`config.mk`:
```
export PLATFORM = sky130hd
export DESIGN_NAME = sd_sector_writer
export DESIGN_NICKNAME = d
export VERILOG_FILES = /design/src/rtl/sd_sector_writer.sv
export SDC_FILE = /design/constraint.sdc
export NUM_CORES = 1
export LEC_CHECK = 0
export ABC_AREA = 1
export BUFFER_PORTS_ARGS = -buffer_cell sky130_fd_sc_hd__buf_2
export CORE_AREA = 2 2 93 118
export DETAILED_ROUTE_END_ITERATION = 8
export DIE_AREA = 0 0 95 120
export GPL_TIMING_DRIVEN = 0
export PLACE_DENSITY = 0.84
export REMOVE_ABC_BUFFERS = 1
export SYNTH_ARGS = -nofsm -noshare
export SYNTH_HDL_FRONTEND = slang
export SYNTH_SLANG_ARGS = --single-unit
```
`constraint.sdc`:
```
create_clock -name clk_ref -period 4.9 [get_ports clk_ref]
set_input_delay 0.98 -clock clk_ref [delete_from_list [all_inputs] [get_ports clk_ref]]
set_output_delay 0.98 -clock clk_ref [all_outputs]
set_load 0.03 [all_outputs]
```
`src/rtl/sd_sector_writer.sv`:
```
// sd_sector_writer: arms on a start pulse, gates frame capture into the SD FIFO
// and writes one frame as a run of single-sector writes at incrementing
// addresses, checking the controller's busy/word handshake on every sector.
//
// state       | meaning
// ------------+----------------------------------------------------------
// IDLE        | waiting for start after reset
// WAIT_INIT   | armed, waiting for SD card initialisation
// WAIT_DATA   | capture enabled, waiting for one sector of data in the FIFO
// START       | wr_start_en pulse to the controller
// WAIT_BUSY_H | waiting for controller busy to rise (timed)
// WAIT_BUSY_L | counting word requests until busy falls
// NEXT        | sector accepted, advance address and sector count
// DONE        | whole frame written, waiting for re-arm
// ERR         | timeout or bad word count, waiting for re-arm
`timescale 1ns/1ps
module sd_sector_writer #(
  parameter int unsigned START_SEC      = 20000,
  parameter int unsigned SECS_PER_FRAME = 3072,
  parameter int unsigned WORDS_PER_SEC  = 256,
  parameter int unsigned USEDW_W        = 10,
  parameter int unsigned TIMEOUT_CYC    = 1000000
) (
  input  logic               clk_ref,
  input  logic               rst_n,
  input  logic               start,
  input  logic               sd_init_done,
  input  logic [USEDW_W-1:0] fifo_rdusedw,
  input  logic               wr_busy,
  input  logic               wr_req,
  output logic               wr_start_en,
  output logic [31:0]        wr_sec_addr,
  output logic               cap_en,
  output logic               busy,
  output logic               done,
  output logic               err,
  output logic [15:0]        sec_cnt
);

  // Two spare bits so an over-long sector is still distinguishable from a good one.
  localparam int CNT_W = $clog2(WORDS_PER_SEC) + 2;
  localparam int TMR_W = $clog2(TIMEOUT_CYC + 1);

  localparam logic [TMR_W-1:0] TMR_LAST    = TMR_W'(TIMEOUT_CYC - 1);
  localparam logic [CNT_W-1:0] WORDS_EXACT = CNT_W'(WORDS_PER_SEC);
  localparam logic [15:0]      SECS_LAST   = 16'(SECS_PER_FRAME);
  localparam logic [31:0]      ADDR_FIRST  = 32'(START_SEC);

  typedef enum logic [3:0] {
    IDLE,
    WAIT_INIT,
    WAIT_DATA,
    START,
    WAIT_BUSY_H,
    WAIT_BUSY_L,
    NEXT,
    DONE,
    ERR
  } state_t;

  state_t             state;
  logic               wr_busy_d;
  logic [TMR_W-1:0]   timer;
  logic [CNT_W-1:0]   req_cnt;

  logic               busy_fall;
  logic               thr_hit;
  logic [TMR_W-1:0]   timer_inc;
  logic [CNT_W-1:0]   req_inc;
  logic [15:0]        sec_inc;

  // Next-value helpers; a request coinciding with the busy falling edge is
  // folded into req_inc so it is counted before the word-count comparison.
  always_comb begin
    busy_fall = wr_busy_d & ~wr_busy;
    thr_hit   = 32'(fifo_rdusedw) >= WORDS_PER_SEC;
    timer_inc = timer + TMR_W'(1);
    req_inc   = (wr_req && (req_cnt != '1)) ? req_cnt + CNT_W'(1) : req_cnt;
    sec_inc   = sec_cnt + 16'd1;
  end

  // One-cycle delayed busy for edge detection; resets low so no falling edge
  // is seen right after reset.
  always_ff @(posedge clk_ref or negedge rst_n) begin
    if (!rst_n) wr_busy_d <= 1'b0;
    else        wr_busy_d <= wr_busy;
  end

  // Sector-write sequencer with registered outputs.
  always_ff @(posedge clk_ref or negedge rst_n) begin
    if (!rst_n) begin
      state       <= IDLE;
      wr_start_en <= 1'b0;
      wr_sec_addr <= ADDR_FIRST;
      cap_en      <= 1'b0;
      busy        <= 1'b0;
      done        <= 1'b0;
      err         <= 1'b0;
      sec_cnt     <= '0;
      timer       <= '0;
      req_cnt     <= '0;
    end else begin
      wr_start_en <= 1'b0;
      case (state)
        IDLE, DONE, ERR: begin
          if (start) begin
            state       <= WAIT_INIT;
            wr_sec_addr <= ADDR_FIRST;
            sec_cnt     <= '0;
            done        <= 1'b0;
            err         <= 1'b0;
            busy        <= 1'b1;
          end
        end
        WAIT_INIT: begin
          if (sd_init_done) begin
            state  <= WAIT_DATA;
            cap_en <= 1'b1;
          end
        end
        WAIT_DATA: begin
          if (thr_hit) begin
            state       <= START;
            wr_start_en <= 1'b1;
          end
        end
        START: begin
          timer   <= '0;
          req_cnt <= '0;
          state   <= WAIT_BUSY_H;
        end
        WAIT_BUSY_H: begin
          if (wr_busy) begin
            state <= WAIT_BUSY_L;
          end else if (timer_inc == TMR_LAST) begin
            state  <= ERR;
            err    <= 1'b1;
            cap_en <= 1'b0;
            busy   <= 1'b0;
          end else begin
            timer <= timer_inc;
          end
        end
        WAIT_BUSY_L: begin
          req_cnt <= req_inc;
          if (busy_fall) begin
            if (req_inc == WORDS_EXACT) begin
              state <= NEXT;
            end else begin
              state  <= ERR;
              err    <= 1'b1;
              cap_en <= 1'b0;
              busy   <= 1'b0;
            end
          end
        end
        NEXT: begin
          sec_cnt     <= sec_inc;
          wr_sec_addr <= wr_sec_addr + 32'd1;
          if (sec_inc == SECS_LAST) begin
            state  <= DONE;
            done   <= 1'b1;
            cap_en <= 1'b0;
            busy   <= 1'b0;
          end else begin
            state <= WAIT_DATA;
          end
        end
        default: state <= IDLE;
      endcase
    end
  end

endmodule

```
Word-level counts from Yosys, hierarchy flattened --
Index checks and enable logic that the tools add are counted.
Storage, ports and cells: input port bits 16, word-level logic and storage cells 93, flip-flop bits (word level) 88
Operators by class: multiplexer cells 37, magnitude comparators 1, reduce and logical (&&, ||, !) cells 16, equality and inequality tests 22, bitwise logic cells 2, $add $sub $neg 4
Operators by type and width (number):
- $pmux W32 S2 | 1
- $mux W20 | 2
- $pmux W20 S2 | 1
- $add A32 B1 Y32 const B | 1
- $mux W32 | 1
- $pmux W16 S2 | 1
- $mux W4 | 7
- $pmux W4 S7 | 1
- $add A20 B1 Y20 const B | 1
- $eq A20 B20 Y1 const B | 1
- $pmux W10 S2 | 1
- $ne A2 B2 Y1 const B | 9
- $add A16 B1 Y16 const B | 1
- $eq A16 B12 Y1 const B | 1
- $eq A4 B3 Y1 const B | 4
- $mux W16 | 1
- $mux W1 | 15
- $reduce_and A7 Y1 | 2
- $add A10 B1 Y10 const B | 1
- $eq A10 B9 Y1 const B | 1
- $ge A10 B9 Y1 const B | 1
- $mux W10 | 1
- $ne A10 B10 Y1 const B | 1
- $eq A4 B2 Y1 const B | 2
- 19 further kinds | 24

Logic depth before layout (Yosys ltp) --
Gate-level depths: netlist of run 1.
word-level depth 7, depth in mapped cells 17

Worst setup path before layout of run 1 --
OpenSTA, ideal clock, no wires.
path kind input to register, start in wr_req, end reg err, setup time 0.118 ns, setup slack 2.730 ns, stages 10, arrival 2.052 ns, path through clkbuf_1 nand2_1 inv_1 nand3_1 nand2_1 nand2_1 nor2_1 nand3_1 nand4_1 nand2_1
Between the ends: word-level cells in the longest chain between the ends 5
Ends and longest elaborated chain:
- from (decl) | line 30 | input logic wr_req,
- $logic_and A1 B1 Y1 | line 78 | req_inc = (wr_req && (req_cnt != '1)) ? req_cnt + CNT_W'(1) : req_cnt;
- $mux W10 | line 78
- $eq A10 B9 Y1 | line 147 | if (req_inc == WORDS_EXACT) begin
- $ne A2 B2 Y1 (no line)
- $reduce_and A6 Y1 (no line)
- to (signal assigned) | line 98 | err <= 1'b0;
- to (signal assigned) | line 137 | err <= 1'b1;
- to (signal assigned) | line 151 | err <= 1'b1;
- to (decl) | line 36 | output logic err,
Every way passes these cells. A chain may end at the register's enable or synchronous reset.

Worst setup path in the final report of run 1 --
start reg state[2], end reg wr_sec_addr[10]
Between the ends: word-level cells in the longest chain between the ends 4
Ends and longest elaborated chain:
- from (decl) | line 61 | state_t state;
- from (signal assigned) | line 92 | state <= IDLE;
- from (signal assigned) | line 107 | state <= WAIT_INIT;
- from (signal assigned) | line 117 | state <= WAIT_DATA;
- $eq A4 B3 Y1, or another cell as far along | line 104 | case (state)
- $reduce_or A3 Y1 | line 104
- $ne A2 B2 Y1 (no line) / $reduce_bool A2 Y1 (equally long branches)
- $reduce_and A2 Y1 (no line)
- to (signal assigned) | line 159 | wr_sec_addr <= wr_sec_addr + 32'd1;
- to (decl) | line 32 | output logic [31:0] wr_sec_addr,
Parallel ways exist; a longest one is shown, timed or not.

==> results.ini, run 1 <==
[outcome]
status=finished, final reports clean

[timing]
slew_headroom_pct=34.61
fin_crit_sh_pct=86.83
hold_ws_ns=0.4659
worstMarginPinSlew_ns=0.9798
hold_viol=0
setup-violations-final=0
setup_tns_ns=0
clock-skew-final_ns=0.007970
rsz0062_at_grt=false
finalCriticalPeriod_ns=4.255
slew_violations=0
max_freq_ghz=0.2350

[pwr]
peakVddDrop_uv=208.5
power.total_mw=2.203
swShare_pct=35.97
seqPwrFrac_pct=39.5
intPower_mw=1.410
power_frac_comb_pct=26.9
p_leak_nw=2.972
power_density_mw_per_mm2=350.4
clkPwrFrac_pct=33.6
p_switching_mw=0.7924

[yosys]
synth_top_area_share_pct=37.36
async_flop_share_pct=100.0
yosys_warnings=0
synth-main-ff-cell=dfrtp_1
synth.area.top_cells=dfrtp_1 37%, nand2_1 16%, nand3_1 7.8%
synth_common_cells=231 x nand2_1, 87 x nand3_1, 86 x inv_1
netlist_instances=789
syn_area_per_cell_um2=7.046
yosysTopAreaCell=dfrtp_1
post_synth_num_cell_types=44
synth_edf_count=0
ys_ff_latch=88
synth_area_mm2=0.005559
seq_area_frac_synth_pct=39.73
yosysMostFrequentCell=nand2_1

[drt]
first_pass_iters=7
drtIter0Drc=427
drc=0
wl_per_cell_um=13.99
post_drt_via_cell_ratio=5.591
vias=5485
ant_nets=0
wl_um=13720

[worst_setup_path]
path_max_fanout=32
rrSetupSlack_ns=0.65
worst-path-buf-inv=3
reg2reg_to=wr_sec_addr[10]
reg2reg_depth=9
endpoint_kind=flop
cpMostUsedCell=nand2_1
max_stage_delay_ns=0.99
critPathSlowestCell=clkinv_1
critPathTopFamily=simple AND/OR/NAND/NOR gates
arrival_ns=4.53
path_class=reg2reg
required_ns=5.17
start_kind=flop
crit_chain=inv_1 > nor2_1 > nand2_1 > clkinv_1 > nor2_2 > inv_1 > nand2_1 > xor2_1 > nand2_1
timing.rr.start=state[2]

[clocking]
clk_path_buf_depth=2
cts_made_buffers=9
cts_tree=yes
clkSinkCount=88
cts_root_buffer=clkbuf_16
cts_setup_buffers=0
path_clk_slew_ns=0.07
hold_buffers=0
ctsResizeCount=0
cts_max_level=3
clkLatencyLatePin_ns=0.35

[job]
drv_cap=0

[die]
die_width_um=95
row_count=42
start_util_pct=53.70
die_h_um=120
ios=69
dieArea_mm2=0.01140
core_mm2=0.01035

[global_routing]
grt_usage_pct=25.89
overflow=0
grt_pass1_vias=5327
grt_max_degree=49
grt_pass1_wl_um=23780
antenna_found_initial=0

[finish]
multiInputGateArea_mm2=0.002928
fillers=948
nNetsFinal=866
antenna_cells=0
layout-drive-gt1-share_pct=12.13
syn_to_final_growth_pct=13.08
seqCellArea_mm2=0.002208

[hold_path]
min_to=busy
hold_start=busy
min_path_cells=2
hp-class=reg2reg

[place]
place.gp.congestion=0.8607
port-buffer-count=60
hpwl_um=9545

tightest hold or removal path: stages, from the launching register on:
cell	delay, ns
dfrtp_1	0.33
nand2_1	0.05
nand2_1	0.05
layout by cell type (no fill, tap or decap), types with 5 or more instances in the layout:
master / n
o21ai_0: 44
nor4_1: 6
ha_1: 6
buf_2: 59
dfrtp_1: 83
nand3_1: 87
nand4_1: 25
nor3_1: 11
nand2_1: 231
o22ai_1: 18
dfstp_2: 5
xor2_1: 20
nor2_1: 81
inv_1: 86
a21oi_1: 13
clkbuf_16: 9
nand3b_1: 14
per-layer routing:
layer / vias up / part of all wire, % / GRT usage (%)
li1: 2722 / - / -
met1: 2597 / 42 / 31.88
met2: 152 / 51 / 44.41
met3: 14 / 5.6 / 5.524
met4: 0 / 1.5 / 9.058
met5: - / 0 / 0
final cells by class:
cell class / count / area share [%]
multi-input combinational: 595 / 46.58
sequential: 88 / 35.13
timing repair buffer: 62 / 5.434
inverter: 88 / 5.255
clock buffer: 10 / 3.643
tap: 132 / 2.627
clock inverter: 6 / 1.334
power groups by stage:
stage / Sequential [mW] / Combinational, mW / Clock [mW]
final: 0.870 / 0.593 / 0.740
after floorplan: 0.919 / 0.366 / 0
after CTS: 0.869 / 0.593 / 0.752
after global placement: 0.879 / 0.567 / 0
after detailed placement: 0.883 / 0.586 / 0
after global routing: 0.880 / 0.678 / 0.779
state kept, by name (all words and copies together), names as in the netlist:
register	cells
wr_sec_addr	32
timer	20
sec_cnt	16
req_cnt	10
state	4
busy	1
cap_en	1
done	1
err	1
wr_busy_d	1
wr_start_en	1
cells by family after synthesis:
| family | synth area share, % |
|---|---|
| simple gates | 38.06 |
| buf+inv | 7.697 |
| compound gates | 9.071 |
| flops | 39.73 |
| xor+xnor | 3.916 |
| fa+ha+maj | 1.350 |
| mux | 0.1801 |
worst max-delay path by stage:
stage          startpoint              end  slack, ns  depth (start not counted)
6_report         state[2]  wr_sec_addr[10]       0.65                          9
5_1_grt          state[2]  wr_sec_addr[10]       0.22                          9
4_1_cts          state[2]  wr_sec_addr[10]       0.59                          9
3_5_place_dp     state[2]  wr_sec_addr[10]       0.62                          9
3_3_place_gp     state[2]  wr_sec_addr[10]       0.63                          9
2_1_floorplan    state[2]  wr_sec_addr[10]       2.14                          9
through the flow:
stage | std cells | util, % | worst slack (ns) | area [µm²]
floorplan | 771 | - | 2.143 | 5461
global placement | 963 | 57.25 | 0.6338 | 5927
detailed placement | 965 | 57.70 | 0.6204 | 5973
CTS | 981 | 60.72 | 0.5881 | 6286
global route | 981 | 60.72 | 0.2249 | 6286
finish | 981 | 60.72 | 0.6455 | 6286
Power figures use the tool's default switching activity.
==> run 2, diff against run 1 <==
--- a/config.mk
+++ b/config.mk
@@ -5,11 +5,11 @@
 export SDC_FILE = /design/constraint.sdc
 export NUM_CORES = 1
 export LEC_CHECK = 0
-export ABC_AREA = 1
+export ABC_AREA = 0
 export BUFFER_PORTS_ARGS = -buffer_cell sky130_fd_sc_hd__buf_2
-export CORE_AREA = 2 2 93 118
+export CORE_AREA = 2 2 91 115
 export DETAILED_ROUTE_END_ITERATION = 8
-export DIE_AREA = 0 0 95 120
+export DIE_AREA = 0 0 93 117
 export GPL_TIMING_DRIVEN = 0
 export PLACE_DENSITY = 0.84
 export REMOVE_ABC_BUFFERS = 1
==> constraint.sdc (replaced) <==
create_clock -name clk_ref -period 4.2 [get_ports clk_ref]
set_input_delay 0.84 -clock clk_ref [delete_from_list [all_inputs] [get_ports clk_ref]]
set_output_delay 0.84 -clock clk_ref [all_outputs]
set_load 0.03 [all_outputs]
==> run 2 against run 1 <==
Against the previous run:
- synthesized area decreased by 5.4%
- core utilization decreased by 0.56 points
- synthesized cell count decreased by 22%
- sequential power increased by 23%
- sequential cell count unchanged
- hold slack got worse by 0.044 ns
- non-clock buffer count unchanged
- clock-buffer cell count decreased by 1
- critical endpoint is now timer[1]
==> results.ini, run 2 <==
[die]
die_width_um=93  ; was 95 µm
die_h_um=117  ; was 120 µm
dieArea_mm2=0.01088  ; was 0.01140 mm²
ios=69  ; unchanged
core_mm2=0.009849  ; was 0.01035 mm²
start_util_pct=53.38  ; was 53.70%
row_count=41  ; was 42

[worst_setup_path]
worst-path-buf-inv=0  ; was 3
max_stage_delay_ns=1.01  ; was 0.99 ns
critPathSlowestCell=nor3_1  ; was clkinv_1
arrival_ns=4.14  ; was 4.53 ns
path_class=reg2reg  ; unchanged
cpMostUsedCell=nand2b_1  ; was nand2_1
endpoint_kind=flop  ; unchanged
crit_chain=nand2b_1 > nor3_1 > nand2b_1 > a31oi_2 > or2_1 > mux2_1  ; was inv_1 > nor2_1 > nand2_1 > clkinv_1 > nor2_2 > inv_1 > nand2_1 > xor2_1 > nand2_1
required_ns=4.43  ; was 5.17 ns
start_kind=flop  ; unchanged
critPathTopFamily=simple AND/OR/NAND/NOR gates  ; unchanged
rrSetupSlack_ns=0.29  ; was 0.65 ns
path_max_fanout=22  ; was 32

[global_routing]
antenna_found_initial=0  ; unchanged
grt_max_degree=60  ; was 49
grt_pass1_vias=4593  ; was 5327
grt_pass1_wl_um=21530  ; was 23780 µm
grt_usage_pct=24.32  ; was 25.89%
overflow=0  ; unchanged

[timing]
finalCriticalPeriod_ns=3.911  ; was 4.255 ns
fin_crit_sh_pct=93.13  ; was 86.83%
worstMarginPinSlew_ns=1.302  ; was 0.9798 ns
setup-violations-final=0  ; unchanged
hold_viol=0  ; unchanged
setup_tns_ns=0  ; unchanged
rsz0062_at_grt=false  ; unchanged
slew_headroom_pct=13.17  ; was 34.61%
max_freq_ghz=0.2557  ; was 0.2350 GHz
slew_violations=0  ; unchanged
clock-skew-final_ns=0.008409  ; was 0.007970 ns

[yosys]
synth.area.top_cells=dfrtp_1 40%, o21ai_0 6.5%, nand2_1 4.9%  ; was dfrtp_1 37%, nand2_1 16%, nand3_1 7.8%
syn_area_per_cell_um2=8.507  ; was 7.046 µm²
synth_edf_count=0  ; unchanged
synth_area_mm2=0.005258  ; was 0.005559 mm²
netlist_instances=618  ; was 789
post_synth_num_cell_types=71  ; was 44
yosys_warnings=0  ; unchanged
seq_area_frac_synth_pct=42.00  ; was 39.73%
synth_top_area_share_pct=39.50  ; was 37.36%
synth_common_cells=83 x dfrtp_1, 69 x nand2_1, 68 x o21ai_0  ; was 231 x nand2_1, 87 x nand3_1, 86 x inv_1
yosysTopAreaCell=dfrtp_1  ; unchanged
synth-main-ff-cell=dfrtp_1  ; unchanged
async_flop_share_pct=100.0  ; unchanged
ys_ff_latch=88  ; unchanged
yosysMostFrequentCell=dfrtp_1  ; was nand2_1

[clocking]
cts_max_level=3  ; unchanged
ctsResizeCount=0  ; unchanged
clkLatencyLatePin_ns=0.35  ; about the same
clkSinkCount=88  ; unchanged
cts_root_buffer=clkbuf_16  ; unchanged
cts_setup_buffers=0  ; unchanged
path_clk_slew_ns=0.07  ; about the same
cts_made_buffers=9  ; unchanged
hold_buffers=0  ; unchanged
cts_tree=yes  ; unchanged
clk_path_buf_depth=2  ; unchanged

[pwr]
p_leak_nw=2.597  ; was 2.972 nW
peakVddDrop_uv=231.7  ; was 208.5 µV
power_density_mw_per_mm2=430.9  ; was 350.4 mW/mm²

[drt]
drtIter0Drc=324  ; was 427
drc=0  ; unchanged
ant_nets=0  ; unchanged
wl_per_cell_um=16.56  ; was 13.99 µm
vias=5092  ; was 5485
post_drt_via_cell_ratio=6.478  ; was 5.591
first_pass_iters=6  ; was 7
wl_um=13010  ; was 13720 µm

[finish]
reg_top3=wr_sec_addr: 32 flops, timer: 20 flops, sec_cnt: 16 flops  ; unchanged
layout.cells.most_common=dfrtp_1  ; was nand2_1
mostFrequentLayoutCells=83 x dfrtp_1, 69 x nand2_1, 68 x o21ai_0  ; was 231 x nand2_1, 87 x nand3_1, 86 x inv_1
nNetsFinal=674  ; was 866
antenna_cells=0  ; unchanged
finish.utilization_pct=60.16  ; was 60.72%
top_register=wr_sec_addr  ; unchanged
layout-drive-gt1-share_pct=15.22  ; was 12.13%
largest_reg_flops=32  ; unchanged
syn_to_final_growth_pct=12.71  ; was 13.08%

[place]
port-buffer-count=60  ; unchanged
hpwl_um=8957  ; was 9545 µm
place.gp.congestion=0.9298  ; was 0.8607

[job]
drv_cap=0  ; unchanged

[outcome]
status=finished, final reports clean  ; unchanged

[hold_path]
hp-class=in2async  ; was reg2reg

==> run 2: worst reg2reg max path, cell delays in order (launching register included) <==
cell and delay (ns):
dfrtp_1 0.56, nand2b_1 0.22, nor3_1 1.01, nand2b_1 0.15
a31oi_2 0.87, or2_1 0.61, mux2_1 0.37
==> run 2: final timing paths <==
path / startpoint / endpoint / cells past startpoint
setup / recovery: state[2] / timer[1] / 6
hold / removal: rst_n / sec_cnt[2] / 1
setup reg to reg: state[2] / timer[1] / 6
hold reg to reg: wr_sec_addr[31] / wr_sec_addr[31] / 1
max in group asynchronous: rst_n / wr_sec_addr[11] / 2
min in group clk_ref: wr_sec_addr[31] / wr_sec_addr[31] / 1
==> run 2: power by group <==
part / total [mW] / internal (mW) / switching [mW] / leakage [nW]
clock network: 0.883 / 0.527 / 0.356 / 0.153
registers: 1.07 / 0.918 / 0.148 / 1.19
logic: 0.604 / 0.200 / 0.404 / 1.25
==> run 2: stage by stage <==
stage	hold slack (ns)	cell area, µm²	power (mW)	cells	setup WS [ns]
finish	0.4216	5926	2.554	786	0.2887
global placement	0.4613	5542	1.631	768	0.04428
floorplan	0.4858	5080	1.457	579	1.070
CTS	0.4352	5923	2.555	786	0.3668
global route	0.4588	5926	2.678	786	0.1033
detailed placement	0.4927	5597	1.672	770	0.3720
==> run 2: routing by layer <==
| layer | global-route usage (%) | routed length (µm) | vias to the layer above |
|---|---|---|---|
| met2 | 43.19 | 6688 | 197 |
| met5 | 0 | 0 | - |
| met1 | 30.11 | 5409 | 2478 |
| met4 | 10.00 | 238 | 0 |
| li1 | - | - | 2394 |
| met3 | 3.073 | 678 | 23 |
==> run 2: area by class of cell <==
cell class | instances | area, µm²
Fill cell | 851 | 3924
Multi-Input combinational cell | 484 | 2858
Sequential cell | 88 | 2208
Timing Repair Buffer | 62 | 345.3
Clock buffer | 9 | 225.2
Tap cell | 129 | 161.4
Clock inverter | 7 | 101.3
Inverter | 7 | 26.28
==> run 2: cells by family (layout without fill, tap and decap cells) <==
kind of cell             after synthesis  in the layout  synth area share (%)
XOR/XNOR                              10             10                 1.666
adder cells (fa/ha/maj)                6              6                 1.428
multiplexers                          13             13                 2.570
AND/OR/NAND/NOR                      265            265                 25.87
flip-flops                            88             88                 42.00
buffers and inverters                 46             85                 3.879
AO/OA/AOI/OAI                        190            190                 22.58
==> run 3, diff against run 2 <==
--- a/config.mk
+++ b/config.mk
@@ -6,12 +6,13 @@
 export NUM_CORES = 1
 export LEC_CHECK = 0
 export ABC_AREA = 0
-export BUFFER_PORTS_ARGS = -buffer_cell sky130_fd_sc_hd__buf_2
 export CORE_AREA = 2 2 91 115
+export CTS_CLUSTER_DIAMETER = 40
 export DETAILED_ROUTE_END_ITERATION = 8
 export DIE_AREA = 0 0 93 117
+export DONT_BUFFER_PORTS = 1
 export GPL_TIMING_DRIVEN = 0
-export PLACE_DENSITY = 0.84
+export PLACE_DENSITY = 0.78
 export REMOVE_ABC_BUFFERS = 1
 export SYNTH_ARGS = -nofsm -noshare
 export SYNTH_HDL_FRONTEND = slang
==> run 3 against run 2 <==
Against the previous run:
- sequential cell count unchanged
- largest cell class unchanged
- critical endpoint is now wr_sec_addr[11]
- global-route usage down 0.56 points
- power down 7.1%
- highest routed layer unchanged
- first-iteration DRC count down 1.2%
==> results.ini, run 3 (same netlist as run 2, synthesis figures left out) <==
[finish]
largest_reg_flops=32  ; unchanged
syn_to_final_growth_pct=5.831  ; was 12.71%
finish.utilization_pct=56.49  ; was 60.16%
layout-drive-gt1-share_pct=6.533  ; was 15.22%
nNetsFinal=614  ; was 674
top_register=wr_sec_addr  ; unchanged
reg_top3=wr_sec_addr: 32 flops, timer: 20 flops, sec_cnt: 16 flops  ; unchanged
layout.cells.most_common=dfrtp_1  ; unchanged
mostFrequentLayoutCells=83 x dfrtp_1, 69 x nand2_1, 68 x o21ai_0  ; unchanged
final-instance-count-excl-fill=727  ; was 786

[pwr]
p_leak_nw=2.269  ; was 2.597 nW
seqPwrFrac_pct=48.0  ; was 41.8%
intPower_mw=1.523  ; was 1.646 mW
swShare_pct=35.81  ; was 35.55%
power.total_mw=2.373  ; was 2.554 mW
power_frac_comb_pct=19.8  ; was 23.7%
p_switching_mw=0.8497  ; was 0.9077 mW
clkPwrFrac_pct=32.2  ; was 34.6%
power_density_mw_per_mm2=426.4  ; was 430.9 mW/mm²
peakVddDrop_uv=184.3  ; was 231.7 µV

[clocking]
clkLatencyLatePin_ns=0.35  ; about the same
hold_buffers=0  ; unchanged
cts_tree=yes  ; unchanged
cts_max_level=3  ; unchanged
cts_root_buffer=clkbuf_16  ; unchanged
clk_path_buf_depth=2  ; unchanged
clkSinkCount=88  ; unchanged
path_clk_slew_ns=0.06  ; was 0.07 ns
cts_setup_buffers=0  ; unchanged
ctsResizeCount=0  ; unchanged
cts_made_buffers=9  ; unchanged

[global_routing]
grt_pass1_wl_um=20880  ; was 21530 µm
grt_max_degree=89  ; was 60
grt_pass1_vias=4595  ; was 4593
antenna_found_initial=1  ; was 0
overflow=0  ; unchanged
grt_usage_pct=23.75  ; was 24.32%

[drt]
wl_met3_um=737  ; was 678 µm
vias=4772  ; was 5092
ant_nets=0  ; unchanged
wl_per_cell_um=17.22  ; was 16.56 µm
m1WireLength_um=5097  ; was 5409 µm
post_drt_via_cell_ratio=6.564  ; was 6.478
drtIter0Drc=320  ; was 324
met2WireLength_um=6427  ; was 6688 µm
drc=0  ; unchanged
first_pass_iters=4  ; was 6
highest_layer=met4  ; unchanged
wl_um=12520  ; was 13010 µm

[worst_setup_path]
start_kind=flop  ; unchanged
reg2reg_to=wr_sec_addr[11]  ; was timer[1]
required_ns=4.45  ; was 4.43 ns
path_max_fanout=38  ; was 22
reg2reg_depth=7  ; was 6
path_class=reg2reg  ; unchanged
arrival_ns=3.92  ; was 4.14 ns
rrSetupSlack_ns=0.53  ; was 0.29 ns
endpoint_kind=flop  ; unchanged
timing.rr.start=state[1]  ; was state[2]
worstSetupStartpoint=state[1]  ; was state[2]

[timing]
finalCriticalPeriod_ns=3.672  ; was 3.911 ns
fin_crit_sh_pct=87.44  ; was 93.13%
hold_viol=0  ; unchanged
slew_violations=0  ; unchanged
setup-violations-final=0  ; unchanged
clock-skew-final_ns=0.007113  ; was 0.008409 ns
setup_tns_ns=0  ; unchanged
slew_headroom_pct=13.77  ; was 13.17%
worstMarginPinSlew_ns=1.293  ; was 1.302 ns
max_freq_ghz=0.2723  ; was 0.2557 GHz
rsz0062_at_grt=false  ; unchanged

[job]
drv_cap=0  ; unchanged

[die]
core_mm2=0.009849  ; unchanged
start_util_pct=53.38  ; unchanged
ios=69  ; unchanged
row_count=41  ; unchanged
die_width_um=93  ; unchanged
die_h_um=117  ; unchanged
dieArea_mm2=0.01088  ; unchanged

[place]
port-buffer-count=0  ; was 60
place.gp.congestion=0.8578  ; was 0.9298
hpwl_um=8551  ; was 8957 µm
dp.cells=710  ; was 770

[hold_path]
hp-class=in2async  ; unchanged

[outcome]
status=finished, final reports clean  ; unchanged

[run 3: cell count changes in the layout (fill, tap and decap cells not counted), moves of 2 or more]
cell       before  now
clkbuf_8        0    2
bufinv_16       2    0
inv_6           3    0
buf_6           0    2
buf_2          59    0
[run 3: per-stage QoR]
stage	cell area, µm²	hold WS [ns]	setup slack (ns)
after floorplan	5080	0.4858	1.070
after global placement	5241	0.5203	-0.008824
after detailed placement	5276	0.5332	0.5772
after CTS	5562	0.1809	0.5162
after global routing	5562	0.1777	0.1770
final	5564	0.1865	0.5277
[run 3: how the worst max path moves through the flow]
stage,end,slack (ns),cells past startpoint
finish,wr_sec_addr[11],0.53,7
global route,wr_sec_addr[11],0.18,7
CTS,wr_sec_addr[11],0.52,7
detailed placement,wr_sec_addr[11],0.58,7
global placement,timer[1],-0.009,6
floorplan,timer[1],1.07,8
[run 3: metal layers]
layer / vias up / GRT usage, %
li1: 2270 / -
met2: 146 / 42.75
met3: 24 / 5.250
met5: - / 0
met4: 0 / 11.67
met1: 2332 / 26.65
[run 3: power by group through the flow]
stage                     sequential, mW  clock, mW  combinational (mW)
after detailed placement            1.15          0               0.467
after global placement              1.15          0               0.439
after global routing                1.16      0.817               0.531
after floorplan                     1.11          0               0.350
after CTS                           1.14      0.779               0.470
final                               1.14      0.764               0.469
[run 3: final cells by class]
type                       count  area [µm²]
antenna                        1       2.502
clock buffer                  12       256.5
clock inverter                 4       28.78
fill                         888        4285
inverter                       7       26.28
multi-input combinational    484        2858
sequential                    88        2208
tap                          129       161.4
timing repair buffer           2       22.52
[run 3: worst max-delay path, stage by stage (launching register included)]
cell      delay, ns
dfrtp_1        0.55
nand3b_1       0.22
or2_1          0.97
and2_0         1.11
nor3_1         0.27
nand4_1        0.21
xor2_1         0.16
nand2_1        0.07
